**src/rtl/add_sub_pipe.sv**
```systemverilog
// Pipelined WIDTH-bit adder/subtractor with the carry chain cut into SEG-bit
// segments, one register stage per segment, and valid/ready on both sides.
module add_sub_pipe #(
  parameter int WIDTH = 16,
  parameter int SEG   = 4
) (
  input  logic             clk,
  input  logic             rst_n,
  input  logic             in_valid,
  output logic             in_ready,
  input  logic [WIDTH-1:0] a,
  input  logic [WIDTH-1:0] b,
  input  logic             cin,
  input  logic             sub,
  output logic             out_valid,
  input  logic             out_ready,
  output logic [WIDTH-1:0] sum,
  output logic             cout,
  output logic             ovf
);

  localparam int STAGES = (WIDTH / SEG < 1) ? 1 : WIDTH / SEG;
  localparam int LAST   = STAGES - 1;

  if ((SEG < 1) || (WIDTH % SEG != 0)) begin : g_bad_params
    $error("add_sub_pipe: WIDTH must be a non-zero multiple of SEG");
  end

  logic             v_q [STAGES];
  logic [WIDTH-1:0] a_q [STAGES];
  logic [WIDTH-1:0] b_q [STAGES];
  logic [WIDTH-1:0] r_q [STAGES];
  logic             c_q [STAGES];
  logic             ovf_q;

  logic             v_x [STAGES];
  logic [WIDTH-1:0] a_x [STAGES];
  logic [WIDTH-1:0] b_x [STAGES];
  logic [WIDTH-1:0] r_x [STAGES];
  logic             c_x [STAGES];

  logic [WIDTH-1:0] r_n [STAGES];
  logic             c_n [STAGES];
  logic             ovf_n;
  logic [SEG:0]     seg_tot;
  logic             en;

  assign en       = ~v_q[LAST] | out_ready;
  assign in_ready = en;

  // Stage 1 sees the ports with b and cin already inverted for subtraction;
  // later stages see the registers of the stage before them.
  assign v_x[0] = in_valid;
  assign a_x[0] = a;
  assign b_x[0] = sub ? ~b : b;
  assign c_x[0] = cin ^ sub;
  assign r_x[0] = '0;

  for (genvar k = 1; k < STAGES; k++) begin : g_link
    assign v_x[k] = v_q[k-1];
    assign a_x[k] = a_q[k-1];
    assign b_x[k] = b_q[k-1];
    assign c_x[k] = c_q[k-1];
    assign r_x[k] = r_q[k-1];
  end

  // Each stage fills in its own result segment and passes its carry onward.
  always_comb begin
    seg_tot = '0;
    for (int k = 0; k < STAGES; k++) begin
      r_n[k]  = r_x[k];
      seg_tot = {1'b0, a_x[k][k*SEG +: SEG]} + {1'b0, b_x[k][k*SEG +: SEG]}
              + {{SEG{1'b0}}, c_x[k]};
      r_n[k][k*SEG +: SEG] = seg_tot[SEG-1:0];
      c_n[k]  = seg_tot[SEG];
    end
    ovf_n = a_x[LAST][WIDTH-1] ^ b_x[LAST][WIDTH-1] ^ r_n[LAST][WIDTH-1] ^ c_n[LAST];
  end

  always_ff @(posedge clk or negedge rst_n) begin
    if (!rst_n) begin
      for (int k = 0; k < STAGES; k++) begin
        v_q[k] <= 1'b0;
        a_q[k] <= '0;
        b_q[k] <= '0;
        r_q[k] <= '0;
        c_q[k] <= 1'b0;
      end
      ovf_q <= 1'b0;
    end else if (en) begin
      for (int k = 0; k < STAGES; k++) begin
        v_q[k] <= v_x[k];
        a_q[k] <= a_x[k];
        b_q[k] <= b_x[k];
        r_q[k] <= r_n[k];
        c_q[k] <= c_n[k];
      end
      ovf_q <= ovf_n;
    end
  end

  assign out_valid = v_q[LAST];
  assign sum       = r_q[LAST];
  assign cout      = c_q[LAST];
  assign ovf       = ovf_q;

endmodule

```
**config.mk**
```make
export PLATFORM = sky130hd
export DESIGN_NAME = add_sub_pipe
export DESIGN_NICKNAME = d
export VERILOG_FILES = /design/src/rtl/add_sub_pipe.sv
export SDC_FILE = /design/constraint.sdc
export NUM_CORES = 1
export LEC_CHECK = 0
export CORE_ASPECT_RATIO = 1.2
export CORE_UTILIZATION = 55
export CTS_CLUSTER_DIAMETER = 200
export CTS_CLUSTER_SIZE = 28
export DETAILED_ROUTE_END_ITERATION = 8
export PLACE_DENSITY_LB_ADDON = 0.2
export SLEW_MARGIN = 30
export SYNTH_ARGS = -nofsm -noshare
export SYNTH_HDL_FRONTEND = slang
export SYNTH_SLANG_ARGS = --single-unit
```
**constraint.sdc**
```tcl
create_clock -name clk -period 5.7 [get_ports clk]
set_clock_uncertainty 0.1 [all_clocks]
set_input_delay 1.425 -clock clk [delete_from_list [all_inputs] [get_ports clk]]
set_output_delay 1.425 -clock clk [all_outputs]
set_load 0.02 [all_outputs]
```
==> impl_metrics.env, run 1 <==
export IMPL_endpoint="in_ready"
export IMPL_die_area_sq_mm=0.00814
export IMPL_core_sq_mm=0.00740
export IMPL_drt_initial_drc_count=139
export IMPL_fin_tns_setup_ps=0
export IMPL_end_kind="output port"
export IMPL_fmax_mhz=241
export IMPL_slew_headroom=0.457
export IMPL_syn_inst=450
export IMPL_synth_area_leaders="dfrtp_1, nand2_1, fa_1"
export IMPL_yosysWarnings=0
export IMPL_clk_pin_slew_ps=90
export IMPL_ff2ff_setup_slack_ps=3590
export IMPL_critical_path_startpoint_type="primary input"
export IMPL_synth_nets=508
export IMPL_r2r_start="a_q[28]$_DFFE_PN0P_"
export IMPL_dp_cells=578
export IMPL_die_h_um=98.6
export IMPL_reg2reg_depth=6
export IMPL_ioPinCount=58
export IMPL_placed_cell_area_sq_mm=0.00483
export IMPL_power_per_cell_area_mw_per_mm2=520
export IMPL_grt_pass1_wl_mm=12.4
export IMPL_gr_total_overflow=0
export IMPL_drtAntennaViolNets=0
export IMPL_most_common_layout_cells="nand2_1, dfrtp_1, clkdlybuf4s50_1, o21ai_0, xnor2_1"
export IMPL_port_buffers=57
export IMPL_tightestPinTransition_ps=815
export IMPL_mostFrequentLayoutCell="nand2_1"
export IMPL_die_width_um=82.5
export IMPL_p_int_mw=1.66
export IMPL_leakagePower_nw=2.52
export IMPL_via_per_inst=4.84
export IMPL_startpoint="out_ready"
export IMPL_r2r_end="ovf$_DFFE_PN0P_"
export IMPL_outcome="completed"
export IMPL_vdd_drop_max_mv=0.306
export IMPL_dp_hpwl_mm=4.53
export IMPL_postCtsHoldBufs=0
export IMPL_start_util=0.578
export IMPL_grt_start_max_net_pins=109
export IMPL_drt_total_wl_mm=6.93
export IMPL_worstSetupPathType="in2out"
export IMPL_synth_top_cell_area_share=0.567
export IMPL_gp_congestion=0.730
export IMPL_required_ps=4180
export IMPL_cts_sinks=97
export IMPL_cts_buffers=9
export IMPL_drcViolationCount=0
export IMPL_postCtsSetupBuffers=0
export IMPL_worstSkewPairLatency_ps=350
export IMPL_power_frac_seq=0.443
export IMPL_root_buffer="clkbuf_8"
export IMPL_fin_nets=557
export IMPL_switching_share=0.367
export IMPL_design_area_sq_mm=0.00505
export IMPL_first_global_vias=2868
export IMPL_hold_depth=2
export IMPL_drtPass1Iterations=4
export IMPL_min_path_type="reg2reg"
export IMPL_cts_repair_resized=0
export IMPL_area_delta_synth_final_pct=17.9
export IMPL_crit_fanout=2
export IMPL_period_minus_slack_ps=4150
export IMPL_cts_tree="yes"
export IMPL_maxSlewViolCount=0
export IMPL_power_switching_uw=963
export IMPL_antenna_found_initial=0
export IMPL_syn_cell_area_sq_mm=0.00428
export IMPL_ys_ff_latch=97
export IMPL_maxCapViolCount=0
export IMPL_clockBufferDepth=2
export IMPL_htree_levels=3
export IMPL_row_count=34
export IMPL_p_clk_frac=0.175
export IMPL_fin_cells=594
export IMPL_grt_use_total=0.198
export IMPL_wl_per_cell_um=11.7
export IMPL_hold_violations=0
export IMPL_setup_violations=0
export IMPL_diodes=0
export IMPL_seq_area_frac_synth=0.567
export IMPL_ys_types=21
export IMPL_rsz0062_at_grt="no"
export IMPL_yosysTopAreaCell="dfrtp_1"
export IMPL_period_share=0.729
export IMPL_arrival_ps=2630
export IMPL_syn_avg_cell_area_sq_um=9.51
export IMPL_via_count=2872
export IMPL_drive_gt1_frac=0.0496
export IMPL_combPwrFrac=0.382
worst max-delay path: stages:
cell             delay (ps)
clkdlybuf4s50_1         510
nor2b_4                  60
inv_2                    50
clkdlybuf4s50_1         590
cell type report:
class	instances	area, sq um
clock buffer	10	138
fill	611	2360
clock inverter	6	72.6
inverter	5	18.8
timing repair buffer	61	602
multi-input combinational	325	1680
sequential	97	2430
tap	90	113
stage by stage:
step	setup WS, ps	util	hold slack (ps)	total power [mW]
floorplan	2300	-	330	1.88
CTS	1540	0.681	375	2.66
global placement	1560	0.653	341	2.15
finish	1550	0.682	372	2.63
detailed placement	1540	0.653	352	2.20
global route	1490	0.682	394	2.86
synthesized netlist by cell type:
master / instances
xor2_1: 9
o21ai_1: 2
a21oi_1: 11
nor2_1: 7
clkbuf_1: 3
inv_1: 4
nand2b_1: 1
fa_1: 8
o21ai_0: 22
inv_2: 1
dfrtp_1: 97
xnor2_1: 16
buf_4: 3
buf_6: 7
a21oi_2: 2
ha_1: 12
buf_2: 10
a21o_1: 7
nor2b_1: 1
nor2b_2: 1
nand2_1: 226
state kept, by name, summed over array words and instances (netlist names):
name,flops
ovf,1
cout,1
c_q,3
sum,16
a_q,24
v_q,3
b_q,24
out_valid,1
r_n,24
routing by layer:
layer / track usage / routed length [um] / vias up
met5: 0 / 0 / -
met4: 0.0836 / 140 / 0
met3: 0.0306 / 198 / 13
met2: 0.327 / 3320 / 47
met1: 0.257 / 3270 / 1323
li1: - / - / 1489
logic make-up (layout without fill, tap and decap cells):
logic type      count (synthesis)  in the layout  synth area share
flops                          97             97             0.567
xor+xnor                       25             25            0.0512
compound gates                 44             44            0.0573
fa+ha+maj                      20             20            0.0725
simple gates                  236            236             0.209
buf+inv                        28             82            0.0424
power by group through the flow:
stage	Clock [mW]	Combinational [mW]	Sequential, mW
2_1_floorplan	0	0.660	1.22
3_3_place_gp	0	0.981	1.17
3_5_place_dp	0	1.01	1.18
4_1_cts	0.472	1.02	1.17
5_1_grt	0.500	1.15	1.21
6_report	0.460	1.00	1.16
worst min-delay path by stage:
stage                             start               endpoint  slack [ps]
floorplan            v_q[1]$_DFFE_PN0P_     v_q[1]$_DFFE_PN0P_         330
global placement     v_q[1]$_DFFE_PN0P_     v_q[1]$_DFFE_PN0P_         340
detailed placement   v_q[1]$_DFFE_PN0P_  out_valid$_DFFE_PN0P_         350
CTS                 sum[12]$_DFFE_PN0P_    sum[12]$_DFFE_PN0P_         380
global route        sum[11]$_DFFE_PN0P_    sum[11]$_DFFE_PN0P_         390
finish              sum[13]$_DFFE_PN0P_    sum[13]$_DFFE_PN0P_         370
(Power assumes the default switching activity.)
==> run 2: changes to the inputs <==
==> constraint.sdc (replaced) <==
create_clock -name clk -period 3.9 [get_ports clk]
set_clock_uncertainty 0.1 [all_clocks]
set_input_delay 0.975 -clock clk [delete_from_list [all_inputs] [get_ports clk]]
set_output_delay 0.975 -clock clk [all_outputs]
set_load 0.02 [all_outputs]
==> run 2 against run 1 <==
  * Critical path depth unchanged
  * Flip-flop and latch count unchanged
  * First-iteration DRC count increased by 3.6%
  * Critical endpoint unchanged
  * Combinational power increased by 47%
==> impl_metrics.env, run 2 (synthesized netlist as in run 1, its figures left out) <==
export IMPL_outcome="completed"
export IMPL_htree_levels=3
export IMPL_grt_start_max_net_pins=109
export IMPL_clockBufferDepth=2
export IMPL_drt_total_wl_mm=6.97
export IMPL_regArea_sq_mm=0.00243
export IMPL_gp_congestion=0.754
export IMPL_mostFrequentLayoutCell="nand2_1"
export IMPL_leakagePower_nw=2.52
export IMPL_period_share=0.835
export IMPL_fin_cells=593
export IMPL_port_buffers=57
export IMPL_most_common_layout_cells="nand2_1, dfrtp_1, clkdlybuf4s50_1, o21ai_0, xnor2_1"
export IMPL_min_path_type="reg2reg"
export IMPL_hold_depth=1
export IMPL_gr_total_overflow=0
export IMPL_worstSkewPairLatency_ps=350
export IMPL_end_kind="output port"
export IMPL_slew_headroom=0.430
export IMPL_cts_buffers=9
export IMPL_hold_violations=0
export IMPL_setup_violations=0
export IMPL_die_width_um=82.5
export IMPL_dp_cells=578
export IMPL_die_area_sq_mm=0.00814
export IMPL_ioPinCount=58
export IMPL_crit_fanout=2
export IMPL_core_sq_mm=0.00740
export IMPL_via_count=2906
export IMPL_startpoint="out_ready"
export IMPL_fmax_mhz=307
export IMPL_vdd_drop_max_mv=0.364
export IMPL_post_route_util=0.681
export IMPL_worstSetupPathType="in2out"
export IMPL_r2r_start="a_q[28]$_DFFE_PN0P_"
export IMPL_start_util=0.578
export IMPL_drcViolationCount=0
export IMPL_reg2reg_depth=6
export IMPL_fin_nets=557
export IMPL_min_delay_start="v_q[1]$_DFFE_PN0P_"
export IMPL_drtPass1Iterations=4
export IMPL_multi_input_area_sq_mm=0.00168
export IMPL_cts_tree="yes"
export IMPL_grt_pass1_wl_mm=12.9
export IMPL_dp_hpwl_mm=4.54
export IMPL_die_h_um=98.6
export IMPL_diodes=0
export IMPL_cts_sinks=97
export IMPL_postCtsHoldBufs=0
export IMPL_drive_gt1_frac=0.0477
export IMPL_clk_pin_slew_ps=90
export IMPL_power_mw=3.82
export IMPL_tightestPinTransition_ps=855
export IMPL_via_per_inst=4.90
export IMPL_maxSlewViolCount=0
export IMPL_fillCellCount=613
export IMPL_first_global_vias=3023
export IMPL_power_per_cell_area_mw_per_mm2=757
export IMPL_row_count=34
export IMPL_rsz0062_at_grt="no"
export IMPL_cts_repair_resized=0
export IMPL_drtAntennaViolNets=0
export IMPL_area_delta_synth_final_pct=17.8
export IMPL_arrival_ps=2180
export IMPL_drt_initial_drc_count=144
export IMPL_postCtsSetupBuffers=0
export IMPL_antenna_found_initial=0
export IMPL_period_minus_slack_ps=3260
export IMPL_critical_path_startpoint_type="primary input"
export IMPL_root_buffer="clkbuf_8"
export IMPL_required_ps=2820
export IMPL_maxCapViolCount=0
export IMPL_fin_tns_setup_ps=0
export IMPL_grt_use_total=0.205
export IMPL_wl_per_cell_um=11.7
## run 2: cell types whose count changed in the layout (fill, tap and decap cells not counted)
cell and delta:
buf_6 +1, clkinv_4 +1, buf_4 -1, inv_6 -2
## run 2: cell type report
| type | instances | area share |
|---|---|---|
| Inverter | 5 | 0.00372 |
| Timing Repair Buffer | 61 | 0.120 |
| Sequential cell | 97 | 0.482 |
| Tap cell | 90 | 0.0223 |
| Clock buffer | 10 | 0.0273 |
| Multi-Input combinational cell | 325 | 0.332 |
| Clock inverter | 5 | 0.0127 |
## run 2: report_power, final
group	switching [mW]	leakage [nW]	internal [mW]	total [mW]
clock	0.331	0.0989	0.315	0.646
sequential	0.245	1.17	1.45	1.70
combinational	0.816	1.24	0.656	1.47
total	1.39	2.52	2.42	3.82
## run 2: final timing paths
path                                          to  slack, ps
max                                     in_ready        640
min                        out_valid$_DFFE_PN0P_        370
max reg2reg                      ovf$_DFFE_PN0P_       1780
min reg2reg                out_valid$_DFFE_PN0P_        370
max in group asynchronous    b_q[52]$_DFFE_PN0P_       2450
min in group asynchronous     sum[1]$_DFFE_PN0P_        530
## run 2: stage by stage
stage / cell area (sq um) / setup WS (ps) / hold slack (ps)
final: 5040 / 642 / 367
after global routing: 5040 / 610 / 395
after CTS: 5040 / 637 / 375
after detailed placement: 4840 / 526 / 353
after global placement: 4830 / 600 / 341
after floorplan: 4280 / 1060 / 330
## run 2: worst max-delay path, cell delays in order
cell	delay (ps)
clkdlybuf4s50_1	510
nor2b_4	60
inv_2	50
clkdlybuf4s50_1	590
## run 2: routing by layer
| metal | global-route usage | share of wire | up-vias |
|---|---|---|---|
| li1 | - | - | 1485 |
| met1 | 0.261 | 0.48 | 1366 |
| met2 | 0.345 | 0.48 | 46 |
| met3 | 0.0343 | 0.026 | 9 |
| met4 | 0.0796 | 0.016 | 0 |
| met5 | 0 | 0 | - |
